[config.mk]
export PLATFORM = sky130hd
export DESIGN_NAME = dcache_nway
export DESIGN_NICKNAME = d
export VERILOG_FILES = /design/src/rtl/dcache_nway_pkg.sv /design/src/rtl/dcache_nway_lru_ages.sv /design/src/rtl/dcache_nway.sv
export SDC_FILE = /design/constraint.sdc
export NUM_CORES = 2
export LEC_CHECK = 0
export CAP_MARGIN = 20
export CORE_UTILIZATION = 45
export DETAILED_ROUTE_END_ITERATION = 8
export PLACE_DENSITY = 0.63
export SLEW_MARGIN = 10
export SYNTH_ARGS = -nofsm -noshare
export SYNTH_HDL_FRONTEND = slang
export SYNTH_SLANG_ARGS = --single-unit
export TNS_END_PERCENT = 100
[constraint.sdc]
create_clock -name CLK -period 5.61 [get_ports CLK]
set_input_delay 1.122 -clock CLK [delete_from_list [all_inputs] [get_ports CLK]]
set_output_delay 1.122 -clock CLK [all_outputs]
set_load 0.01 [all_outputs]
[src/rtl/dcache_nway_pkg.sv]
// Shared field-width helpers and controller states for the N-way write-back data cache.
package dcache_nway_pkg;

   typedef enum logic [2:0] {IDLE, WB, FILL, SCAN, FLUSH_WB, HITCNT, HALTED} state_t;

   // Width of an address field covering n entries; 0 when the field is absent.
   function automatic int fld_w(input int n);
      return (n <= 1) ? 0 : $clog2(n);
   endfunction

   // Width of a register indexing n entries; never narrower than one bit.
   function automatic int ptr_w(input int n);
      return (n <= 1) ? 1 : $clog2(n);
   endfunction

   function automatic int tag_w(input int sets, input int blkwords);
      return 30 - fld_w(sets) - fld_w(blkwords);
   endfunction

endpackage

[src/rtl/dcache_nway_lru_ages.sv]
// True-LRU age update for one set: 0 is most recent, WAYS-1 is the replacement candidate.
module lru_ages
   import dcache_nway_pkg::*;
#(
   parameter int WAYS = 2,
   parameter int AW   = ptr_w(WAYS)
) (
   input  logic [WAYS-1:0][AW-1:0] ages,
   input  logic [AW-1:0]           touch,
   output logic [WAYS-1:0][AW-1:0] next_ages,
   output logic [AW-1:0]           victim
);

   logic [AW-1:0] old_age;

   always_comb begin
      old_age = ages[touch];
      victim  = '0;
      for (int w = 0; w < WAYS; w++) begin
         if (AW'(w) == touch)
            next_ages[w] = '0;
         else if (ages[w] < old_age)
            next_ages[w] = ages[w] + AW'(1);
         else
            next_ages[w] = ages[w];
         if (ages[w] == AW'(WAYS - 1))
            victim = AW'(w);
      end
   end

endmodule

[src/rtl/dcache_nway.sv]
// N-way set-associative write-back, write-allocate data cache with true-LRU replacement
// and a halt-triggered flush that ends by writing the hit count to HITCNT_ADDR.
module dcache_nway
   import dcache_nway_pkg::*;
#(
   parameter int          WAYS        = 2,
   parameter int          SETS        = 8,
   parameter int          BLKWORDS    = 2,
   parameter logic [31:0] HITCNT_ADDR = 32'h3100
) (
   input  logic        CLK,
   input  logic        nRST,
   input  logic        dmemREN,
   input  logic        dmemWEN,
   input  logic [31:0] dmemaddr,
   input  logic [31:0] dmemstore,
   input  logic        halt,
   output logic        dhit,
   output logic [31:0] dmemload,
   output logic        flushed,
   output logic        dREN,
   output logic        dWEN,
   output logic [31:0] daddr,
   output logic [31:0] dstore,
   input  logic [31:0] dload,
   input  logic        dwait
);

   localparam int OB   = fld_w(BLKWORDS);
   localparam int TAGW = tag_w(SETS, BLKWORDS);
   localparam int OW   = ptr_w(BLKWORDS);
   localparam int WW   = ptr_w(WAYS);
   localparam int SW   = ptr_w(SETS);
   localparam logic [OW-1:0] LAST_WORD = OW'(BLKWORDS - 1);
   localparam logic [WW-1:0] LAST_WAY  = WW'(WAYS - 1);
   localparam logic [SW-1:0] LAST_SET  = SW'(SETS - 1);

   logic [WAYS-1:0]         valid [SETS];
   logic [WAYS-1:0]         dirty [SETS];
   logic [WAYS-1:0][WW-1:0] ages  [SETS];
   logic [TAGW-1:0]         tags  [SETS][WAYS];
   logic [31:0]             data  [SETS][WAYS][BLKWORDS];

   state_t          state;
   logic [OW-1:0]   wcnt;
   logic [SW-1:0]   sptr;
   logic [WW-1:0]   wptr, vic;
   logic [31:0]     hit_cnt;
   logic            replay;

   logic [29:0]     waddr;
   logic            unused_byte;
   logic [OW-1:0]   blkoff;
   logic [SW-1:0]   idx;
   logic [TAGW-1:0] req_tag;

   assign waddr       = dmemaddr[31:2];
   assign unused_byte = ^dmemaddr[1:0];
   assign idx         = waddr[OB +: SW];
   assign req_tag     = waddr[OB + SW +: TAGW];

   generate
      if (OB == 0) begin : g_one_word
         assign blkoff = '0;
      end else begin : g_multi_word
         assign blkoff = waddr[OW-1:0];
      end
   endgenerate

   function automatic logic [31:0] blk_addr(input logic [TAGW-1:0] t, input logic [SW-1:0] s,
                                            input logic [OW-1:0] w);
      return (32'({t, s, 2'b00}) << OB) | (32'(w) << 2);
   endfunction

   logic                    req, is_store, hit, idle_hit, store_hit, fill_we, last_word, last_line;
   logic [WW-1:0]           hit_way, victim, lru_victim, touch, wptr_nxt;
   logic [SW-1:0]           sptr_nxt;
   logic [WAYS-1:0][WW-1:0] age_eff, next_ages;

   assign req       = dmemREN | dmemWEN;
   assign is_store  = dmemWEN & ~dmemREN;
   assign idle_hit  = (state == IDLE) && req && hit;
   assign store_hit = idle_hit && is_store;
   assign fill_we   = (state == FILL) && !dwait;
   assign last_word = (wcnt == LAST_WORD);
   assign last_line = (sptr == LAST_SET) && (wptr == LAST_WAY);
   assign wptr_nxt  = (wptr == LAST_WAY) ? '0 : wptr + WW'(1);
   assign sptr_nxt  = (wptr == LAST_WAY) ? sptr + SW'(1) : sptr;
   assign touch     = (state == FILL) ? vic : hit_way;

   always_comb begin
      hit     = 1'b0;
      hit_way = '0;
      victim  = lru_victim;
      for (int w = 0; w < WAYS; w++) begin
         if (valid[idx][w] && tags[idx][w] == req_tag) begin
            hit     = 1'b1;
            hit_way = WW'(w);
         end
         // Invalid ways look oldest, so filling one ages every valid way and the
         // valid ways always hold distinct ages once the set is full.
         age_eff[w] = valid[idx][w] ? ages[idx][w] : LAST_WAY;
      end
      for (int w = WAYS - 1; w >= 0; w--)
         if (!valid[idx][w])
            victim = WW'(w);
   end

   lru_ages #(.WAYS(WAYS), .AW(WW)) u_lru (
      .ages      (age_eff),
      .touch     (touch),
      .next_ages (next_ages),
      .victim    (lru_victim)
   );

   always_ff @(posedge CLK) begin
      if (store_hit)
         data[idx][hit_way][blkoff] <= dmemstore;
      else if (fill_we)
         data[idx][vic][wcnt] <= dload;
      if (fill_we && last_word)
         tags[idx][vic] <= req_tag;
   end

   always_ff @(posedge CLK or negedge nRST) begin
      if (!nRST) begin
         state   <= IDLE;
         wcnt    <= '0;
         sptr    <= '0;
         wptr    <= '0;
         vic     <= '0;
         hit_cnt <= '0;
         replay  <= 1'b0;
         for (int s = 0; s < SETS; s++) begin
            valid[s] <= '0;
            dirty[s] <= '0;
            ages[s]  <= '0;
         end
      end else begin
         case (state)
            IDLE: begin
               replay <= 1'b0;
               if (req) begin
                  if (hit) begin
                     if (!replay)
                        hit_cnt <= hit_cnt + 32'd1;
                     if (is_store)
                        dirty[idx][hit_way] <= 1'b1;
                     ages[idx] <= next_ages;
                  end else begin
                     vic   <= victim;
                     wcnt  <= '0;
                     state <= (valid[idx][victim] && dirty[idx][victim]) ? WB : FILL;
                  end
               end else if (halt) begin
                  sptr  <= '0;
                  wptr  <= '0;
                  state <= SCAN;
               end
            end
            WB: if (!dwait) begin
               if (last_word) begin
                  wcnt             <= '0;
                  dirty[idx][vic]  <= 1'b0;
                  state            <= FILL;
               end else
                  wcnt <= wcnt + OW'(1);
            end
            FILL: if (!dwait) begin
               if (last_word) begin
                  wcnt            <= '0;
                  valid[idx][vic] <= 1'b1;
                  dirty[idx][vic] <= 1'b0;
                  ages[idx]       <= next_ages;
                  replay          <= 1'b1;
                  state           <= IDLE;
               end else
                  wcnt <= wcnt + OW'(1);
            end
            SCAN: begin
               if (valid[sptr][wptr] && dirty[sptr][wptr]) begin
                  wcnt  <= '0;
                  state <= FLUSH_WB;
               end else begin
                  sptr <= sptr_nxt;
                  wptr <= wptr_nxt;
                  if (last_line)
                     state <= HITCNT;
               end
            end
            FLUSH_WB: if (!dwait) begin
               if (last_word) begin
                  wcnt              <= '0;
                  dirty[sptr][wptr] <= 1'b0;
                  sptr              <= sptr_nxt;
                  wptr              <= wptr_nxt;
                  state             <= last_line ? HITCNT : SCAN;
               end else
                  wcnt <= wcnt + OW'(1);
            end
            HITCNT: if (!dwait)
               state <= HALTED;
            default: ;
         endcase
      end
   end

   always_comb begin
      dREN   = 1'b0;
      dWEN   = 1'b0;
      daddr  = '0;
      dstore = '0;
      case (state)
         WB: begin
            dWEN   = 1'b1;
            daddr  = blk_addr(tags[idx][vic], idx, wcnt);
            dstore = data[idx][vic][wcnt];
         end
         FILL: begin
            dREN  = 1'b1;
            daddr = blk_addr(req_tag, idx, wcnt);
         end
         FLUSH_WB: begin
            dWEN   = 1'b1;
            daddr  = blk_addr(tags[sptr][wptr], sptr, wcnt);
            dstore = data[sptr][wptr][wcnt];
         end
         HITCNT: begin
            dWEN   = 1'b1;
            daddr  = HITCNT_ADDR;
            dstore = hit_cnt;
         end
         default: ;
      endcase
   end

   assign dhit     = idle_hit;
   assign dmemload = (idle_hit && dmemREN) ? data[idx][hit_way][blkoff] : '0;
   assign flushed  = (state == HALTED);

endmodule

# --- After elaboration in Yosys (flattened, before gate mapping) ---
# Memory sizes are Yosys's and may differ from the RTL's.
# Index checks and enable logic that the tools add are counted.
op_classes:
  n_addsub: 6
  n_lt_le_gt_ge: 23
  n_eq_ne: 30
  muxes: 278
  n_bitwise: 150
  reduce_logical: 39
op_table:
  columns: ["operator", "count"]
  rows:
  - ["two-way mux 64 bit", 11]
  - ["two-way mux 32 bit", 12]
  - ["two-way mux 128 bit", 2]
  - ["two-way mux 26 bit", 7]
  - ["two-way mux 16 bit", 11]
  - ["two-way mux 1 bit", 173]
  - ["OR 1 bit", 129]
  - ["demux 64 bit (select 1 bit)", 2]
  - ["case mux 32 bit (4 select lines)", 1]
  - ["OR 32 x 3 -> 32 bit", 3]
  - ["case mux 32 bit (3 select lines)", 1]
  - ["demux 32 bit (select 1 bit)", 2]
  - ["two-way mux 3 bit", 19]
  - ["== test 26 bit", 2]
  - ["two-way mux 52 bit", 1]
  - ["case mux 16 bit (3 select lines)", 1]
  - ["inequality test 2 bit (second input constant)", 17]
  - ["adder 32 x 1 -> 32 bit (second input constant)", 1]
  - ["bitwise AND 16 bit", 2]
  - ["NOT 16 bit", 2]
  - ["OR 16 bit", 2]
  - ["case mux 16 bit (2 select lines)", 1]
  - ["binary-select mux 2 bit (select 3 bit)", 5]
  - ["two-way mux 2 bit", 15]
  - ["40 further kinds", 104]
totals:
  reg_bits: 90
  ramBits: 1440
  input_bits: 102
  output_inout_bits: 100
  word_cells: 567
  memories: 2
mem_list:
  columns: ["memory", "depth", "word_bits", "rd", "rd_ports_with_merged_regs", "write_ports", "line", "rtl"]
  rows:
  - ["data", 8, 128, 2, 0, 1, "dcache_nway.sv:42", "logic [31:0] data [SETS][WAYS][BLKWORDS];"]
  - ["tags", 8, 52, 2, 0, 1, "dcache_nway.sv:41", "logic [TAGW-1:0] tags [SETS][WAYS];"]

# --- Depth between registers and ports, before layout ---
logic_depth:
  word_depth: 17
  ltp_mapped: 17
  mapped_depth_nobuf: 9

# --- Cells and area by module ---
# From an unflattened synthesis, not the netlist that was laid out.
hier_totals:
  cells_unflattened: 5331
  area_unflattened_um2: 73264.0
by_module_without_submodules:
  columns: ["module", "instances", "cells_per_inst", "area_per_inst_um2"]
  rows:
  - ["dcache_nway", 1, 5328, 73239.0]
  - ["lru_ages", 1, 3, 25.0]

# --- Worst setup path after synthesis ---
# OpenSTA, ideal clock, no wires.
synth_path:
  path_type: "in2reg"
  start: "in dmemaddr[4]"
  end: "mem data[0][64] in the netlist's numbering, enable pin"
  setup_ps: 421
  arrival_ps: 5410
  t_required_ps: 5189
  path_slack_ps: -221
  stages: 11
  cell_sequence: "buf_2 buf_1 mux2_2 a221oi_1 o22ai_1 xor2_1 or4b_2 nor4_2 nand3_1 o21a_1 nor2_1"
synth_between:
  elab_chain_cells: 13
  elab_cells_between_ends: 25
synth_lines:
  columns: ["element", "line", "rtl"]
  rows:
  - ["start, declared", "dcache_nway.sv:15", "input logic [31:0] dmemaddr,"]
  - ["branches (longest 13 deep; another with memory (8 x 52 bit))", null, null]
  - ["end, declared", "dcache_nway.sv:42", null]
# Several ways; the timed one is not identified. The select of a mux whose other input is x is not followed.

# --- Worst setup path in the final report ---
layout_path:
  start: "in dmemaddr[3]"
  end: "out dmemload[22]"
layout_between:
  elab_chain_cells: 14
  elab_cells_between_ends: 23
layout_lines:
  columns: ["element", "line", "rtl"]
  rows:
  - ["branches (longest 13 deep; another with memory (8 x 52 bit))", null, null]
  - ["two-way mux 32 bit *", "dcache_nway.sv:238", "assign dmemload = (idle_hit && dmemREN) ? data[idx][hit_way][blkoff] : '0;"]
  - ["end, declared", "dcache_nway.sv:19", "output logic [31:0] dmemload,"]
# Mark *: on every way between the ends. The select of a mux whose other input is x is not followed.

==> impl_metrics.csv <==
group,metric,value,unit
run_status,outcome,"complete, but fails checks",
run_status,violations,"negative setup slack",
drt,detail_route.vias_per_cell,7.33,
pwr,leakage,30.0,nW
critical_path,cp_top_family,"buffers and inverters",
drt,first_iter_violations,10700,
timing,fin_crit_sh,104,%
place,dp.cells,7896,
drt,firstDrtPassIters,7,
die,coreArea,0.161,mm^2
finish,fin_area,0.0903,mm^2
clock_tree,clk_path_buf_depth,3,
die,die_w,406,um
die,die-area,0.165,mm^2
job,drv_cap,0,
clock_tree,tritoncts,"yes",
synthesis,ys_seq_area_share,62.0,%
pwr,power.density,276,mW/mm^2
drt,final_antenna_net_count,0,
clock_tree,clock_latency,0.83,ns
synthesis,ys_async_sr_fraction,5.88,%
synthesis,yosys-top-cells-count,"1440 x edfxtp_1, 565 x a22oi_1, 310 x clkbuf_1, 296 x a21oi_1, 277 x nor2_1",
critical_path,arrival,4.72,ns
clock_tree,cts_buffers,162,
clock_tree,htreeDepth,4,
global_route,grt_max_degree,58,
finish,nets,6090,
critical_path,cp-end-kind,"output port",
synthesis,yosys_warnings,0,
synthesis,yosysMostFrequentCell,"edfxtp_1",
pwr,vdd_drop_max,0.330,mV
place,place_area,0.0833,mm^2
synthesis,synthTopCellsByArea,"edfxtp_1 59%, a22oi_1 5.8%, mux4_2 4.5%",
die,rows,147,
synthesis,synth_ff_type,"edfxtp_1",
pwr,power.share.clock,43.0,%
critical_path,r2r_slack,0.81,ns
clock_tree,cts_hold_buf,0,
drt,wl,329000,um
pwr,switching_share,22.9,%
global_route,grt_use_total,39.2,%
critical_path,slowest_stage,"or4_4",
synthesis,netlist_area,0.0734,mm^2
timing,final_max_slew_viol_count,0,
timing,finClkSkew,0.0326,ns
finish,syn_to_final_growth,23.1,%
place,place_ws,-0.679,ns
place,gp_congestion,0.967,
clock_tree,root_buffer,"clkbuf_16",
timing,worst_pin_slew,1.11,ns
clock_tree,clk_pin_slew,0.07,ns
critical_path,rr_endpoint,"data[7][32]",
synthesis,synth_top_area_share,58.9,%
timing,max_freq,0.171,GHz
finish,instances_no_fill,8293,
synthesis,syn-mean-instance-area,13.7,um^2
synthesis,synthCells,5367,
critical_path,required,4.49,ns
die,initial_utilization,45.5,%
global_route,overflow,0,
worst_hold_path,hold_class,"input pin to asynchronous set/reset pin",
critical_path,cp_cell_sequence,"buf_16 -> buf_16 -> buf_12 -> mux2_4 -> a221o_1 -> o2bb2ai_4 -> xor2_2 -> or4_4 -> o41ai_4 -> nand3_4 -> buf_12 -> buf_16 -> buf_12 -> buf_12 -> nor2_4 -> buf_6",
drt,vias,60800,
place,dp_hpwl,204000,um
place,io_buffers,197,
critical_path,cp_common_cell,"buf_12",
synthesis,synth_cell_types,85,
critical_path,cp_max_fo,6,
pwr,comb_power_share,6.9,%
pwr,cellInternalPower,19.2,mW
synthesis,synth_edf_count,1440,
die,die_y,406,um
timing,rsz0062_at_grt,"yes",
synthesis,synth_area_leader_cell,"edfxtp_1",
drt,drc_errors,0,
clock_tree,cts_sinks,1530,
pwr,p_switching,5.71,mW
timing,hold_viol,0,
finish,drive_above_1_share,26.1,%
critical_path,r2r_cells,17,
global_route,grt_pass1_vias,58200,
critical_path,r2r_start,"tags[4][0]",
timing,max_slew_margin,25.7,%
pwr,power.total,24.9,mW
timing,finalCriticalPeriod,5.85,ns
critical_path,cp_slowest_stage_delay,0.58,ns
critical_path,critPathKind,"input pin to output port",
drt,routedWlPerCell,39.7,um
critical_path,critPathLaunchType,"input pin",
die,ios,202,
global_route,grt_pass1_wl,448000,um
critical_path,cp_num_buf_inv,8,
pwr,pwr-share-seq,50.1,%
finish,utilization,56.1,%
timing,setup_viol,29,
timing,finalWorstSetupSlack,-0.237,ns
critical_path,worstSetupPathDepth,16,
synthesis,ys_ff_latch,1530,
global_route,antenna_found_initial,25,
flip-flops by register name, indices dropped and copies added (netlist names):
register	cells
sptr	3
vic	1
valid	16
tags	416
wptr	1
dirty	16
replay	1
data	1024
state	3
last_word	1
hit_cnt	32
ages	16
cell type report:
class                      count  area (um^2)
clock buffer                 202         4290
sequential                  1530        45500
inverter                      20         81.3
clock inverter                92          913
antenna                       20         50.0
fill                       12900        70800
timing repair buffer         902         9690
tap                         2160         2700
multi-input combinational   3367        27100
cell usage in the layout (no fill, tap or decap), types with 35 or more instances in the layout:
master and n:
and4_1 60, nand4_1 68, buf_6 35, nor3_1 47, a21oi_1 292, nand2_1 241, a31oi_1 45, a22o_1 103
edfxtp_1 1440, a221oi_1 203, o211ai_1 35, dfrtp_1 84, buf_4 497, nor2_1 201, mux2i_1 220, a22oi_1 558
buf_12 166, clkbuf_16 165, nand3_1 95, nor2_4 60, mux4_2 148, mux2_2 244, clkdlybuf4s50_1 132, o21ai_0 193
what timing repair did:
item                       4_1_cts  5_1_grt
cloned                           5        2
resized for setup              201      142
pin swaps                        9       26
buffers inserted                32       51
setup endpoints to repair       66       47
hold endpoints to repair         0        0
worst register-to-register path: cells and delay by family, from the launching register on:
family,cells,cell delay [ns]
buffers and inverters,8,1.31
AO/OA/AOI/OAI,2,0.40
flip-flops,1,0.40
multiplexers,2,0.77
AND/OR/NAND/NOR,5,1.54
power by group through the flow:
stage          logic (mW)  clock network (mW)  registers (mW)
3_3_place_gp         1.53                   0            12.7
2_1_floorplan       0.725                   0            12.7
6_report             1.72                10.7            12.5
4_1_cts              1.61                10.7            12.5
3_5_place_dp         1.54                   0            12.7
5_1_grt              1.75                11.1            12.5
kinds of logic (layout without fill, tap and decap cells):
kind of cell / after synthesis / in the layout / synth area share [%]
AOI/OAI and AO/OA: 1665 / 1665 / 16.1
DFF: 1530 / 1530 / 62.0
and+or+nand+nor: 997 / 998 / 6.87
muxes: 633 / 633 / 11.6
buffers and inverters: 472 / 1216 / 2.61
xor gates and xnor gates: 63 / 63 / 0.752
adders and majority gates: 6 / 6 / 0.0989
other: 1 / 22 / 0.00511
routing by layer:
layer / vias up / track usage, % / part of all wire [%]
li1: 23300 / - / -
met1: 29900 / 49.0 / 33
met2: 6112 / 57.7 / 43
met3: 1548 / 12.5 / 16
met4: 26 / 27.2 / 8.3
met5: - / 0.357 / 0.075
metrics by stage:
stage | setup TNS [ns] | hold slack [ns]
floorplan | -56.59 | 0.442
global placement | -21.16 | 0.467
detailed placement | -20.59 | 0.481
CTS | -3.67 | 0.231
global route | -4.24 | 0.240
finish | -2.58 | 0.240
worst max-delay path by stage:
stage | from | to
floorplan | dmemaddr[4] | data[0][64]
global placement | dmemaddr[3] | dmemload[0]
detailed placement | dmemaddr[4] | dmemload[4]
CTS | dmemaddr[4] | dmemload[0]
global route | dmemaddr[3] | dmemload[22]
finish | dmemaddr[3] | dmemload[22]
Note: power is estimated with default switching activity, not from simulation.
